--- src/rtl/mem_ctrl_pkg.sv ---
// ============================================================================
// Module   : mem_ctrl_pkg
// Purpose  : Shared state encoding, I/O map defaults and address decode for
//            the mem_ctrl CPU-to-RAM front end.
// Revision : 1.0 - initial release
// ============================================================================
`default_nettype none

package mem_ctrl_pkg;

    localparam int CPU_ADDR_W_DEFAULT = 9;

    typedef logic [1:0] state_t;

    localparam state_t ST_IDLE    = 2'd0;
    localparam state_t ST_WR      = 2'd1;
    localparam state_t ST_RD_WAIT = 2'd2;
    localparam state_t ST_RD_DATA = 2'd3;

    localparam logic [CPU_ADDR_W_DEFAULT-1:0] IO_BASE          = 9'h100;
    localparam logic [CPU_ADDR_W_DEFAULT-1:0] LED_ADDR_DEFAULT = 9'h100;
    localparam logic [CPU_ADDR_W_DEFAULT-1:0] SW_ADDR_DEFAULT  = 9'h140;

    // The upper half of the CPU address space is I/O; a magnitude compare
    // against the base is the same as testing the top address bit.
    function automatic logic is_io(input logic [CPU_ADDR_W_DEFAULT-1:0] addr);
        return (addr >= IO_BASE);
    endfunction

endpackage

`default_nettype wire

--- src/rtl/mem_ctrl.sv ---
// ============================================================================
// Module   : mem_ctrl
// Purpose  : Single-outstanding load/store front end between the CPU and a
//            synchronous RAM, with LED/switch memory-mapped I/O.
// Options  : MEM_CTRL_ERR_EN adds rsp_err for unmapped I/O accesses.
// Revision : 1.0 - initial release
// ============================================================================
`default_nettype none

module mem_ctrl
    import mem_ctrl_pkg::*;
#(
    parameter int DATA_WIDTH     = 16,
    parameter int ADDR_WIDTH     = 8,
    parameter int CPU_ADDR_WIDTH = CPU_ADDR_W_DEFAULT,
    parameter logic [CPU_ADDR_WIDTH-1:0] LED_ADDR = LED_ADDR_DEFAULT,
    parameter logic [CPU_ADDR_WIDTH-1:0] SW_ADDR  = SW_ADDR_DEFAULT
) (
    input  logic                      clk,
    input  logic                      rst_n,
    input  logic                      req_valid,
    output logic                      req_ready,
    input  logic                      req_write,
    input  logic [CPU_ADDR_WIDTH-1:0] req_addr,
    input  logic [DATA_WIDTH-1:0]     req_wdata,
    output logic                      rsp_valid,
    output logic [DATA_WIDTH-1:0]     rsp_rdata,
    output logic [ADDR_WIDTH-1:0]     ram_read_address,
    output logic [ADDR_WIDTH-1:0]     ram_write_address,
    output logic                      ram_write,
    output logic [DATA_WIDTH-1:0]     ram_din,
    input  logic [DATA_WIDTH-1:0]     ram_dout,
    input  logic [DATA_WIDTH-1:0]     sw_in,
    output logic [DATA_WIDTH-1:0]     led_out
`ifdef MEM_CTRL_ERR_EN
    ,
    output logic                      rsp_err
`endif
);

    state_t                    state;
    logic [CPU_ADDR_WIDTH-1:0] addr_q;
    logic [DATA_WIDTH-1:0]     wdata_q;
    logic                      sel_io_q;
    logic [DATA_WIDTH-1:0]     sw_q;

    always_ff @(posedge clk) begin
        if (!rst_n) begin
            state    <= ST_IDLE;
            addr_q   <= '0;
            wdata_q  <= '0;
            sel_io_q <= 1'b0;
            sw_q     <= '0;
            led_out  <= '0;
        end else begin
            case (state)
                ST_IDLE: begin
                    if (req_valid) begin
                        addr_q   <= req_addr;
                        wdata_q  <= req_wdata;
                        sel_io_q <= is_io(req_addr);
                        sw_q     <= sw_in;
                        if (req_write)
                            state <= ST_WR;
                        else if (is_io(req_addr))
                            state <= ST_RD_DATA;
                        else
                            state <= ST_RD_WAIT;
                    end
                end
                ST_WR: begin
                    if (addr_q == LED_ADDR)
                        led_out <= wdata_q;
                    state <= ST_IDLE;
                end
                ST_RD_WAIT: state <= ST_RD_DATA;
                ST_RD_DATA: state <= ST_IDLE;
                default:    state <= ST_IDLE;
            endcase
        end
    end

    // Every RAM/response output is decoded from state and capture registers,
    // so nothing on req_* reaches rsp_* or ram_* combinationally.
    assign req_ready         = (state == ST_IDLE);
    assign rsp_valid         = (state == ST_WR) || (state == ST_RD_DATA);
    assign ram_read_address  = addr_q[ADDR_WIDTH-1:0];
    assign ram_write_address = addr_q[ADDR_WIDTH-1:0];
    assign ram_din           = wdata_q;
    assign ram_write         = (state == ST_WR) && !sel_io_q;

    always_comb begin
        rsp_rdata = '0;
        if (state == ST_RD_DATA) begin
            if (!sel_io_q)
                rsp_rdata = ram_dout;
            else if (addr_q == SW_ADDR)
                rsp_rdata = sw_q;
        end
    end

`ifdef MEM_CTRL_ERR_EN
    always_comb begin
        rsp_err = 1'b0;
        if (sel_io_q) begin
            if (state == ST_WR)
                rsp_err = (addr_q != LED_ADDR);
            else if (state == ST_RD_DATA)
                rsp_err = (addr_q != SW_ADDR);
        end
    end
`endif

endmodule

`default_nettype wire

--- config.mk ---
export PLATFORM = sky130hd
export DESIGN_NAME = mem_ctrl
export DESIGN_NICKNAME = d
export VERILOG_FILES = /design/src/rtl/mem_ctrl_pkg.sv /design/src/rtl/mem_ctrl.sv
export SDC_FILE = /design/constraint.sdc
export NUM_CORES = 1
export LEC_CHECK = 0
export BUFFER_PORTS_ARGS = -buffer_cell sky130_fd_sc_hd__buf_2
export CORE_MARGIN = 3
export CORE_UTILIZATION = 39
export CTS_BUF_LIST = sky130_fd_sc_hd__clkbuf_2
export DETAILED_ROUTE_END_ITERATION = 12
export GPL_TIMING_DRIVEN = 0
export PLACE_DENSITY = 0.69
export SLEW_MARGIN = 15
export SYNTH_ARGS = -nofsm -noshare
export SYNTH_HDL_FRONTEND = slang
export SYNTH_SLANG_ARGS = --single-unit
--- constraint.sdc ---
create_clock -name clk -period 1.78 [get_ports clk]
set_clock_uncertainty 0.15 [all_clocks]
set_input_delay 0.267 -clock clk [delete_from_list [all_inputs] [get_ports clk]]
set_output_delay 0.267 -clock clk [all_outputs]
set_load 0.05 [all_outputs]
==> impl_results.rst, run 1 <==
.. list-table::
   :header-rows: 1

   * - Metric
     - Value
   * - Number of distinct library cells after synthesis
     - 21
   * - Final Worst Setup Slack
     - -538 ps
   * - Area growth, synth to finish
     - 64.2%
   * - Leakage dissipation
     - 1.95 nW
   * - Internal power
     - 1.93 mW
   * - Count of unresolved DRC violations after routing
     - 0
   * - Leading cell type in the layout, fill and taps excluded
     - buf_2
   * - Slowest stage delay, CP
     - 390 ps
   * - Final worst path period share
     - 130%
   * - TritonCTS buffer count
     - 9
   * - Type of the setup path with the least slack
     - flop to output pin
   * - Actual transition at the worst max-transition pin
     - 528 ps
   * - Total Negative Setup Slacks
     - -8820 ps
   * - Proportion of synthesized chip area in sequential cells
     - 43.7%
   * - Max frequency
     - 431 MHz
   * - Overall die height
     - 90.0 µm
   * - Total of warnings raised by yosys
     - 0
   * - Die outline area
     - 8090 µm²
   * - Syn_nets
     - 401
   * - Number of buffers on the longest clock path
     - 2
   * - Starting Density
     - 41.6%
   * - Element type at the critical path end
     - output pin
   * - Final Hold Fails
     - 0
   * - Initial antenna violation count
     - 0
   * - Switching power share of the total
     - 34.4%
   * - Path category of the worst min-delay check
     - input port to flop
   * - Syn Std Cell Area
     - 2750 µm²
   * - Max-slew violations
     - 0
   * - Vias
     - 3005
   * - Crit path required time
     - 1360 ps
   * - Power per cell area
     - 651 nW/µm²
   * - Synthesized area per cell
     - 8.08 µm²
   * - Seq pwr share
     - 50.0%
   * - Buffers & Inverters on Critical Path
     - 3
   * - Port buffer count
     - 126
   * - Post-Syn Instances
     - 340
   * - Setup violators final
     - 31
   * - Post-detailed-routing wire length
     - 8.82 mm
   * - Site Rows
     - 29
   * - # clock sinks
     - 60
   * - Insertion delay to the later sink of the worst-skew pair
     - 430 ps
   * - Slowest cell on the critical path
     - dfxtp_4
   * - Gr usage total
     - 21.3%
   * - Number of H-tree branching levels
     - 3
   * - Pin count of the biggest net entering global routing
     - 11
   * - Diodes inserted
     - 0
   * - Maximum Capacitance Violations
     - 0
   * - Element type at the critical path start
     - flop
   * - Final weighted congestion in routability-driven placement
     - 0.766
   * - Count of antenna-violating nets left after detailed routing
     - 0
   * - Max FO, Critical Path
     - 5
   * - Post-detail-place hpwl
     - 5.93 mm
   * - First-pass iteration count of the detailed router
     - 4
   * - CP Data Arrival Time
     - 1900 ps
   * - Finished layout cell area
     - 4510 µm²
   * - Share of power burned in the clock network
     - 21.6%
   * - Horizontal extent of the die
     - 90.0 µm
   * - Unrepaired setup endpoints after global routing
     - true
   * - Iteration-0 DRC count of the detailed router
     - 71
   * - Outcome
     - finished, violations left
   * - Violated checks
     - negative setup slack
   * - Root Buffer
     - clkbuf_2
   * - Top delay family on crit path
     - buffers and inverters
   * - Layout cell share with drive strength beyond 1
     - 40.0%
   * - TritonCTS clock tree
     - yes
   * - Worst IR drop on VDD
     - 0.000478 V
   * - Number of global-route vias before repair
     - 3017
   * - Most frequent cell on the critical path
     - buf_6
   * - Portion of total power attributed to combinational logic
     - 28.4%
   * - Top-level port count
     - 128
   * - Time the final worst path needs with I/O delays and setup
     - 2320 ps
   * - Global-route wire length before repair
     - 14.2 mm
   * - Worst-path cell chain
     - nor4_4 -> buf_4 -> buf_6 -> nand4_1 -> a21oi_4 -> buf_6
   * - Floorplan core area
     - 6600 µm²
   * - Standard cell area after detailed placement
     - 3680 µm²
   * - Final global-route overflow total
     - 0
   * - Slew headroom
     - 64.8%
   * - Vias per Instance
     - 4.75
   * - Average wire per standard cell
     - 13.9 µm
   * - Number of flip-flops and latches in the synthesized netlist
     - 60
   * - Commonest cells after routing, fill and taps aside
     - buf_2 (116), nand2_1 (115), dfxtp_1 (53), dlygate4sd3_1 (45), a21boi_0 (42)
   * - Clock-pin transition on the worst setup and hold timing paths
     - 170 ps
   * - Net count reported at finish
     - 597
   * - Switching pwr
     - 1.01 mW
-- flip-flops by register name (all words and copies together), names as in the netlist --
signal	flops
addr_q	9
led_out	16
ram_din	16
sel_io_q	1
state	2
sw_q	16
-- worst min-delay path: cells and delay by family --
kind / cells / cell delay [ps]
buffers and inverters: 1 / 190
multiplexers: 1 / 60
AND/OR/NAND/NOR: 1 / 110
-- stage by stage --
step                cells  hold slack (ps)  total power [mW]  setup slack (ps)  util [%]
floorplan             340              254              1.97              -250         -
global placement      559              291              2.16              -587      55.7
detailed placement    559              295              2.17              -624      55.7
CTS                   632             46.8              2.93              -564      67.2
global route          633             77.0              3.08              -651      68.4
finish                633             82.2              2.94              -538      68.4
-- synth_stat cells --
cell type,number,area [µm²]
a21oi_1,18,90.1
a21boi_0,42,315
buf_2,6,30.0
or3b_2,1,8.76
buf_4,16,120
clkbuf_1,20,75.1
and3_1,1,6.26
buf_12,1,20.0
mux2i_1,16,160
inv_1,1,3.75
nor2_1,1,3.75
nor4_4,1,21.3
o21ai_0,17,85.1
and2_0,1,6.26
nor3b_1,3,22.5
nand4_1,16,100
nor4b_4,1,23.8
dfxtp_1,60,1200
nand2b_1,2,12.5
nand2_1,115,432
buf_6,1,11.3
-- power groups by stage --
stage               sequential [mW]  combinational, mW  clock (mW)
floorplan                      1.57              0.395           0
global route                   1.48              0.893       0.708
global placement               1.50              0.661           0
finish                         1.47              0.834       0.634
CTS                            1.47              0.805       0.655
detailed placement             1.50              0.671           0
-- routing by layer --
layer | track usage, % | up-vias | routed length (µm)
met5 | 0 | - | 0
met4 | 8.80 | 0 | 170
met3 | 4.67 | 14 | 400
met2 | 37.5 | 92 | 4290
met1 | 25.0 | 1381 | 3950
li1 | - | 1518 | -
-- path summary, 6_finish.rpt --
path	startpoint	to	slack, ps	cells past startpoint
setup / recovery	addr_q[3]	rsp_rdata[13]	-540	6
hold / removal	rst_n	led_out[14]	80	3
setup reg to reg	addr_q[3]	led_out[7]	-80	7
hold reg to reg	led_out[1]	led_out[1]	320	2
-- layout make-up --
class	instances	area [µm²]
Multi-Input combinational cell	235	1480
Fill cell	597	2090
Tap cell	93	116
Buffer	43	280
Clock buffer	11	55.1
Inverter	1	3.75
Sequential cell	60	1210
Timing Repair Buffer	186	1350
Clock inverter	4	17.5
-- cells by family (layout without fill, tap and decap cells) --
family	Yosys count	in the layout	share of synthesized area, %
buf+inv	45	245	9.47
compound gates	77	77	17.8
mux	16	16	5.83
simple gates	142	142	23.2
flops	60	60	43.7
-- repair_timing --
action / 4_1_cts / 5_1_grt
endpoints found under the hold margin: 44 / 0
hold buffers: 45 / 0
resized for setup: 54 / 25
setup endpoints to repair: 45 / 75
pin swaps: 20 / 14
gates cloned: 2 / 1
buffers inserted: 11 / 1
Power figures use the tool's default switching activity.
==> inputs of run 2 (changes only) <==
--- a/config.mk
+++ b/config.mk
@@ -7,11 +7,11 @@
 export LEC_CHECK = 0
 export BUFFER_PORTS_ARGS = -buffer_cell sky130_fd_sc_hd__buf_2
 export CORE_MARGIN = 3
-export CORE_UTILIZATION = 39
+export CORE_UTILIZATION = 48
 export CTS_BUF_LIST = sky130_fd_sc_hd__clkbuf_2
 export DETAILED_ROUTE_END_ITERATION = 12
 export GPL_TIMING_DRIVEN = 0
-export PLACE_DENSITY = 0.69
+export PLACE_DENSITY = 0.82
 export SLEW_MARGIN = 15
 export SYNTH_ARGS = -nofsm -noshare
 export SYNTH_HDL_FRONTEND = slang
==> constraint.sdc (replaced) <==
create_clock -name clk -period 1.78 [get_ports clk]
set_clock_uncertainty 0.15 [all_clocks]
set_input_delay 0.089 -clock clk [delete_from_list [all_inputs] [get_ports clk]]
set_output_delay 0.089 -clock clk [all_outputs]
set_load 0.05 [all_outputs]
==> run 2 against run 1 <==
Compared with the run above: the flow still finishes with violations (negative setup slack); cell area shrank 1.2%; register-to-register slack gained 70 ps; clock power grew 34%; maximum frequency grew 5.6%; utilization grew 15 points; routed wire length grew 6.6%; combinational power shrank 1%; flip-flop and latch count is the same; critical path depth is the same; first-iteration DRC count grew 70%; final cell count shrank 3.9%; critical path type unchanged; largest power group unchanged; highest routed layer unchanged.
==> impl_results.rst, run 2 (synthesis gave the netlist of run 1 again) <==
.. list-table::
   :header-rows: 1

   * - Metric
     - Value
   * - Outcome
     - finished, violations left
   * - Violated checks
     - negative setup slack
   * - Number of H-tree branching levels
     - 3
   * - Most frequent cell on the critical path
     - buf_6
   * - Slowest stage delay, CP
     - 400 ps
   * - Gr usage total
     - 27.9%
   * - Final Hold Fails
     - 0
   * - Leading cell type in the layout, fill and taps excluded
     - nand2_1
   * - Number of global-route vias before repair
     - 3116
   * - Max frequency
     - 456 MHz
   * - Clock-pin transition on the worst setup and hold timing paths
     - 190 ps
   * - Die outline area
     - 6670 µm²
   * - Path category of the worst min-delay check
     - input port to flop
   * - TritonCTS buffer count
     - 9
   * - Depth of the most critical reg-to-reg path
     - 6
   * - Element type at the critical path start
     - flop
   * - Worst R2R End
     - led_out[6]
   * - Pin count of the biggest net entering global routing
     - 12
   * - Finished layout cell area
     - 4460 µm²
   * - WHS Path Cells
     - 4
   * - Port buffer count
     - 126
   * - Number of buffers on the longest clock path
     - 2
   * - Maximum Capacitance Violations
     - 0
   * - Beginning of the worst register-to-register path
     - addr_q[4]
   * - Final worst path period share
     - 123%
   * - Layout cell share with drive strength beyond 1
     - 40.3%
   * - Vias
     - 3134
   * - Standard cell area after detailed placement
     - 3600 µm²
   * - Layout fillers
     - 349
   * - Global-route wire length before repair
     - 14.2 mm
   * - Starting Density
     - 51.5%
   * - Worst Hold End
     - ram_din[10]
   * - # clock sinks
     - 60
   * - Area growth, synth to finish
     - 62.2%
   * - Power per cell area
     - 706 nW/µm²
   * - Slowest cell on the critical path
     - dfxtp_4
   * - Time the final worst path needs with I/O delays and setup
     - 2190 ps
   * - Hold slack
     - 236 ps
   * - Actual transition at the worst max-transition pin
     - 574 ps
   * - Setup violators final
     - 18
   * - Setup slack of the most critical reg-to-reg path
     - -10 ps
   * - Final global-route overflow total
     - 0
   * - Count of antenna-violating nets left after detailed routing
     - 0
   * - Horizontal extent of the die
     - 81.7 µm
   * - Final weighted congestion in routability-driven placement
     - 0.861
   * - Crit path required time
     - 1540 ps
   * - CP Data Arrival Time
     - 1960 ps
   * - Final Worst Setup Slack
     - -414 ps
   * - Commonest cells after routing, fill and taps aside
     - nand2_1 (115), buf_2 (113), dfxtp_1 (54), dlygate4sd3_1 (46), a21boi_0 (42)
   * - Element type at the critical path end
     - output pin
   * - Critical hold path startpoint
     - req_wdata[10]
   * - Post-detailed-routing wire length
     - 9.40 mm
   * - Root Buffer
     - clkbuf_2
   * - Site Rows
     - 26
   * - Max FO, Critical Path
     - 5
   * - TritonCTS clock tree
     - yes
   * - Count of unresolved DRC violations after routing
     - 0
   * - Top-level port count
     - 128
   * - Worst slack at placement
     - -312 ps
   * - Net count reported at finish
     - 594
   * - Slew headroom
     - 61.7%
   * - Leakage dissipation
     - 1.95 nW
   * - Insertion delay to the later sink of the worst-skew pair
     - 460 ps
   * - Worst IR drop on VDD
     - 0.000532 V
   * - First-pass iteration count of the detailed router
     - 5
   * - Iteration-0 DRC count of the detailed router
     - 121
   * - Post-detail-place hpwl
     - 5.81 mm
   * - Vias per Instance
     - 5.15
   * - Max-slew violations
     - 0
   * - Initial antenna violation count
     - 0
   * - Overall die height
     - 81.7 µm
   * - Unrepaired setup endpoints after global routing
     - true
   * - Average wire per standard cell
     - 15.5 µm
   * - Diodes inserted
     - 0
   * - Type of the setup path with the least slack
     - flop to output pin
   * - Worst-path cell chain
     - nor4_4 -> buf_4 -> buf_6 -> nand4_1 -> a21oi_4 -> buf_6
   * - Floorplan core area
     - 5340 µm²
==> run 2: worst max-delay path by stage <==
stage / start / to / slack [ps] / cells after the start
2_1_floorplan: addr_q[0] / rsp_rdata[0] / -60 / 4
3_3_place_gp: addr_q[0] / rsp_rdata[10] / -260 / 5
3_5_place_dp: addr_q[6] / rsp_rdata[8] / -310 / 5
4_1_cts: addr_q[7] / rsp_rdata[1] / -430 / 5
5_1_grt: addr_q[4] / rsp_rdata[9] / -470 / 6
6_report: addr_q[4] / rsp_rdata[10] / -410 / 6
==> run 2: stage by stage <==
stage	std cells	setup TNS, ps	utilization, %	power, mW
floorplan	340	-62.7	-	1.96
global placement	536	-3320	67.5	2.14
detailed placement	536	-4290	67.5	2.15
CTS	604	-6880	81.8	3.11
global route	608	-7350	83.6	3.28
finish	608	-5670	83.6	3.15
==> run 2: layout make-up <==
cell class	count	area [µm²]	area share, %
plain buffers	42	277	6.20
clock buffers	10	50.0	1.12
clock inverters	6	65.1	1.46
inverters	1	3.75	0.0842
multi-input cells	235	1440	32.2
flip-flops and latches	60	1220	27.3
well taps	70	87.6	1.96
repair buffers	184	1320	29.7
==> run 2: metal layers <==
metal  global-route usage [%]  vias up  share of wire (%)
li1                         -     1510                  -
met1                     30.5     1461                 40
met2                     52.0      132                 52
met3                     4.82       31                4.7
met4                     12.8        0                3.1
met5                        0        -                  0
==> run 2: worst max-delay path: cells and delay by family, from the launching register on <==
kind	cells	cell delay (ps)
buffers and inverters	3	480
DFF	1	400
AOI/OAI and AO/OA	1	180
and+or+nand+nor	2	430
==> run 2: timing repair <==
| item | 4_1_cts | 5_1_grt |
|---|---|---|
| setup buffers | 5 | 4 |
| pin swaps | 25 | 19 |
| setup endpoints to repair | 54 | 68 |
| cloned | 1 | 2 |
| hold buffers | 46 | 0 |
| resized for setup | 55 | 24 |
| hold endpoints to repair | 50 | 0 |
==> run 2: report_power, final <==
part / internal, mW / switching (mW) / leakage, nW
combinational: 0.324 / 0.500 / 1.39
clock: 0.330 / 0.522 / 0.0719
sequential: 1.41 / 0.0594 / 0.493
==> inputs of run 3 (changes only) <==
--- a/config.mk
+++ b/config.mk
@@ -7,11 +7,11 @@
 export LEC_CHECK = 0
 export BUFFER_PORTS_ARGS = -buffer_cell sky130_fd_sc_hd__buf_2
 export CORE_MARGIN = 3
-export CORE_UTILIZATION = 48
+export CORE_UTILIZATION = 45
 export CTS_BUF_LIST = sky130_fd_sc_hd__clkbuf_2
 export DETAILED_ROUTE_END_ITERATION = 12
 export GPL_TIMING_DRIVEN = 0
-export PLACE_DENSITY = 0.82
+export PLACE_DENSITY = 0.78
 export SLEW_MARGIN = 15
 export SYNTH_ARGS = -nofsm -noshare
 export SYNTH_HDL_FRONTEND = slang
==> run 3 against run 2 <==
Compared with the run above: the run still ends with negative setup slack left; non-clock buffer count up 1; worst hold slack about the same; critical path depth unchanged; flip-flop and latch count unchanged; maximum frequency up 2.6%; largest cell class unchanged; first-iteration DRC count up 66%; register-to-register slack worse by 250 ps; sequential power about the same; sequential share of layout area down 0.17 points; clock-buffer cell count down 1; via count down 1.3%.
==> impl_results.rst, run 3 (synthesis gave the netlist of run 1 again) <==
.. list-table::
   :header-rows: 1

   * - Metric
     - Value
   * - Gr busiest metal
     - met2
   * - Pin count of the biggest net entering global routing
     - 12
   * - Floorplan core area
     - 5710 µm²
   * - Footprint of the multi-input gates
     - 1440 µm²
   * - Routing usage on met3
     - 4.42%
   * - Vias per Instance
     - 5.07
   * - Worst slack at placement
     - -279 ps
   * - GR met2 Demand/Resource
     - 44.0%
   * - Final weighted congestion in routability-driven placement
     - 0.790
   * - Max FO, Critical Path
     - 7
   * - Met1 demand-to-capacity share in global routing
     - 31.1%
   * - Final Worst Setup Slack
     - -358 ps
   * - Starting Density
     - 48.1%
   * - TritonCTS buffer count
     - 9
   * - First-pass iteration count of the detailed router
     - 4
   * - Setup violators final
     - 32
   * - Share of power burned in the clock network
     - 29.2%
   * - Actual transition at the worst max-transition pin
     - 517 ps
   * - Slew headroom
     - 65.5%
   * - Unrepaired setup endpoints after global routing
     - true
   * - TritonCTS clock tree
     - yes
   * - Path category of the worst min-delay check
     - input port to flop
   * - Type of the setup path with the least slack
     - flop to output pin
   * - Switching power share of the total
     - 32.4%
   * - Count of antenna-violating nets left after detailed routing
     - 0
   * - Max-slew violations
     - 0
   * - Iteration-0 DRC count of the detailed router
     - 201
   * - Post-detailed-routing wire length
     - 9.03 mm
   * - Violated checks
     - negative setup slack
   * - Switching pwr
     - 1.05 mW
   * - Diodes inserted
     - 0
   * - Root Buffer
     - clkbuf_2
   * - Crit path required time
     - 1540 ps
   * - Average wire per standard cell
     - 14.8 µm
   * - Time the final worst path needs with I/O delays and setup
     - 2140 ps
   * - Global-route wire length before repair
     - 15.0 mm
   * - Top-level port count
     - 128
   * - Leading cell type in the layout, fill and taps excluded
     - nand2_1
   * - Clock-pin transition on the worst setup and hold timing paths
     - 190 ps
   * - WHS Path Cells
     - 4
   * - Post-detail-place hpwl
     - 5.80 mm
   * - Net count reported at finish
     - 595
   * - Seq pwr share
     - 45.5%
   * - Final worst path period share
     - 120%
   * - Area growth, synth to finish
     - 63.2%
   * - Initial antenna violation count
     - 0
   * - Power per cell area
     - 722 nW/µm²
   * - Internal power
     - 2.19 mW
   * - Maximum Capacitance Violations
     - 0
   * - CP Data Arrival Time
     - 1900 ps
   * - Leakage dissipation
     - 1.96 nW
   * - Site Rows
     - 27
   * - Element type at the critical path start
     - flop
   * - Max frequency
     - 468 MHz
   * - Depth of the most critical reg-to-reg path
     - 9
   * - Worst IR drop on VDD
     - 0.000581 V
   * - Overall die height
     - 84.2 µm
   * - Insertion delay to the later sink of the worst-skew pair
     - 470 ps
   * - Portion of total power attributed to combinational logic
     - 25.3%
   * - Element type at the critical path end
     - output pin
   * - Layout fillers
     - 400
   * - Register Area
     - 1220 µm²
   * - Horizontal extent of the die
     - 84.2 µm
   * - Layout cell share with drive strength beyond 1
     - 40.1%
   * - Number of cells after detailed placement
     - 538
   * - Final global-route overflow total
     - 0
   * - Die outline area
     - 7080 µm²
   * - Commonest cells after routing, fill and taps aside
     - nand2_1 (115), buf_2 (113), dfxtp_1 (52), dlygate4sd3_1 (46), a21boi_0 (42)
   * - Gr usage total
     - 25.8%
   * - Final Hold Fails
     - 0
   * - Outcome
     - finished, violations left
   * - Vias
     - 3094
   * - Number of global-route vias before repair
     - 3185
   * - Count of unresolved DRC violations after routing
     - 0
   * - # clock sinks
     - 60
   * - Number of H-tree branching levels
     - 3
   * - Final Instance Count excl. Fillers
     - 610
   * - Number of buffers on the longest clock path
     - 2
   * - Port buffer count
     - 126
## run 3: what timing repair did
action,in CTS,in global routing
gates resized for setup,61,19
buffers inserted,10,1
endpoints found under the setup margin,38,73
pin swaps,15,2
hold buffers,47,0
endpoints found under the hold margin,50,0
gates cloned,2,0
## run 3: metal layers
layer | share of wire, % | vias up
li1 | - | 1514
met1 | 42 | 1432
met2 | 50 | 118
met3 | 5.1 | 30
met4 | 3.3 | 0
met5 | 0 | -
## run 3: power by group through the flow
stage / Combinational (mW) / Sequential [mW] / Clock [mW]
floorplan: 0.386 / 1.57 / 0
global placement: 0.646 / 1.49 / 0
detailed placement: 0.655 / 1.50 / 0
CTS: 0.794 / 1.47 / 0.946
global route: 0.879 / 1.49 / 1.02
finish: 0.818 / 1.47 / 0.947
## run 3: area by class of cell
class / count / share of cell area [%]
Clock buffer: 9 / 1.00
Timing Repair Buffer: 185 / 29.7
Sequential cell: 60 / 27.1
Buffer: 42 / 6.36
Tap cell: 72 / 2.01
Clock inverter: 6 / 1.79
Multi-Input combinational cell: 235 / 32.0
Inverter: 1 / 0.0837
## run 3: per-stage QoR
| stage | setup TNS [ps] | power (mW) | cell area (µm²) | hold WS, ps | util [%] |
|---|---|---|---|---|---|
| floorplan | -62.7 | 1.96 | 2880 | 83.9 | - |
| CTS | -8060 | 3.21 | 4470 | 210 | 78.2 |
| finish | -9040 | 3.24 | 4490 | 237 | 78.6 |
| detailed placement | -4140 | 2.15 | 3600 | 196 | 63.1 |
| global route | -13100 | 3.38 | 4490 | 219 | 78.6 |
| global placement | -3260 | 2.14 | 3600 | 191 | 63.1 |
## run 3: path summary, 6_finish.rpt
check / from / end / slack (ps)
setup / recovery: addr_q[2] / rsp_rdata[15] / -360
hold / removal: req_wdata[9] / ram_din[9] / 240
setup reg to reg: addr_q[3] / led_out[8] / -260
hold reg to reg: ram_din[15] / led_out[15] / 310
## run 3: worst max-delay path, stage by stage (launching register included)
cell and delay (ps):
dfxtp_4 380, nor4b_4 250, buf_4 180, buf_4 160
nand4_1 150, a21oi_2 170, buf_6 170
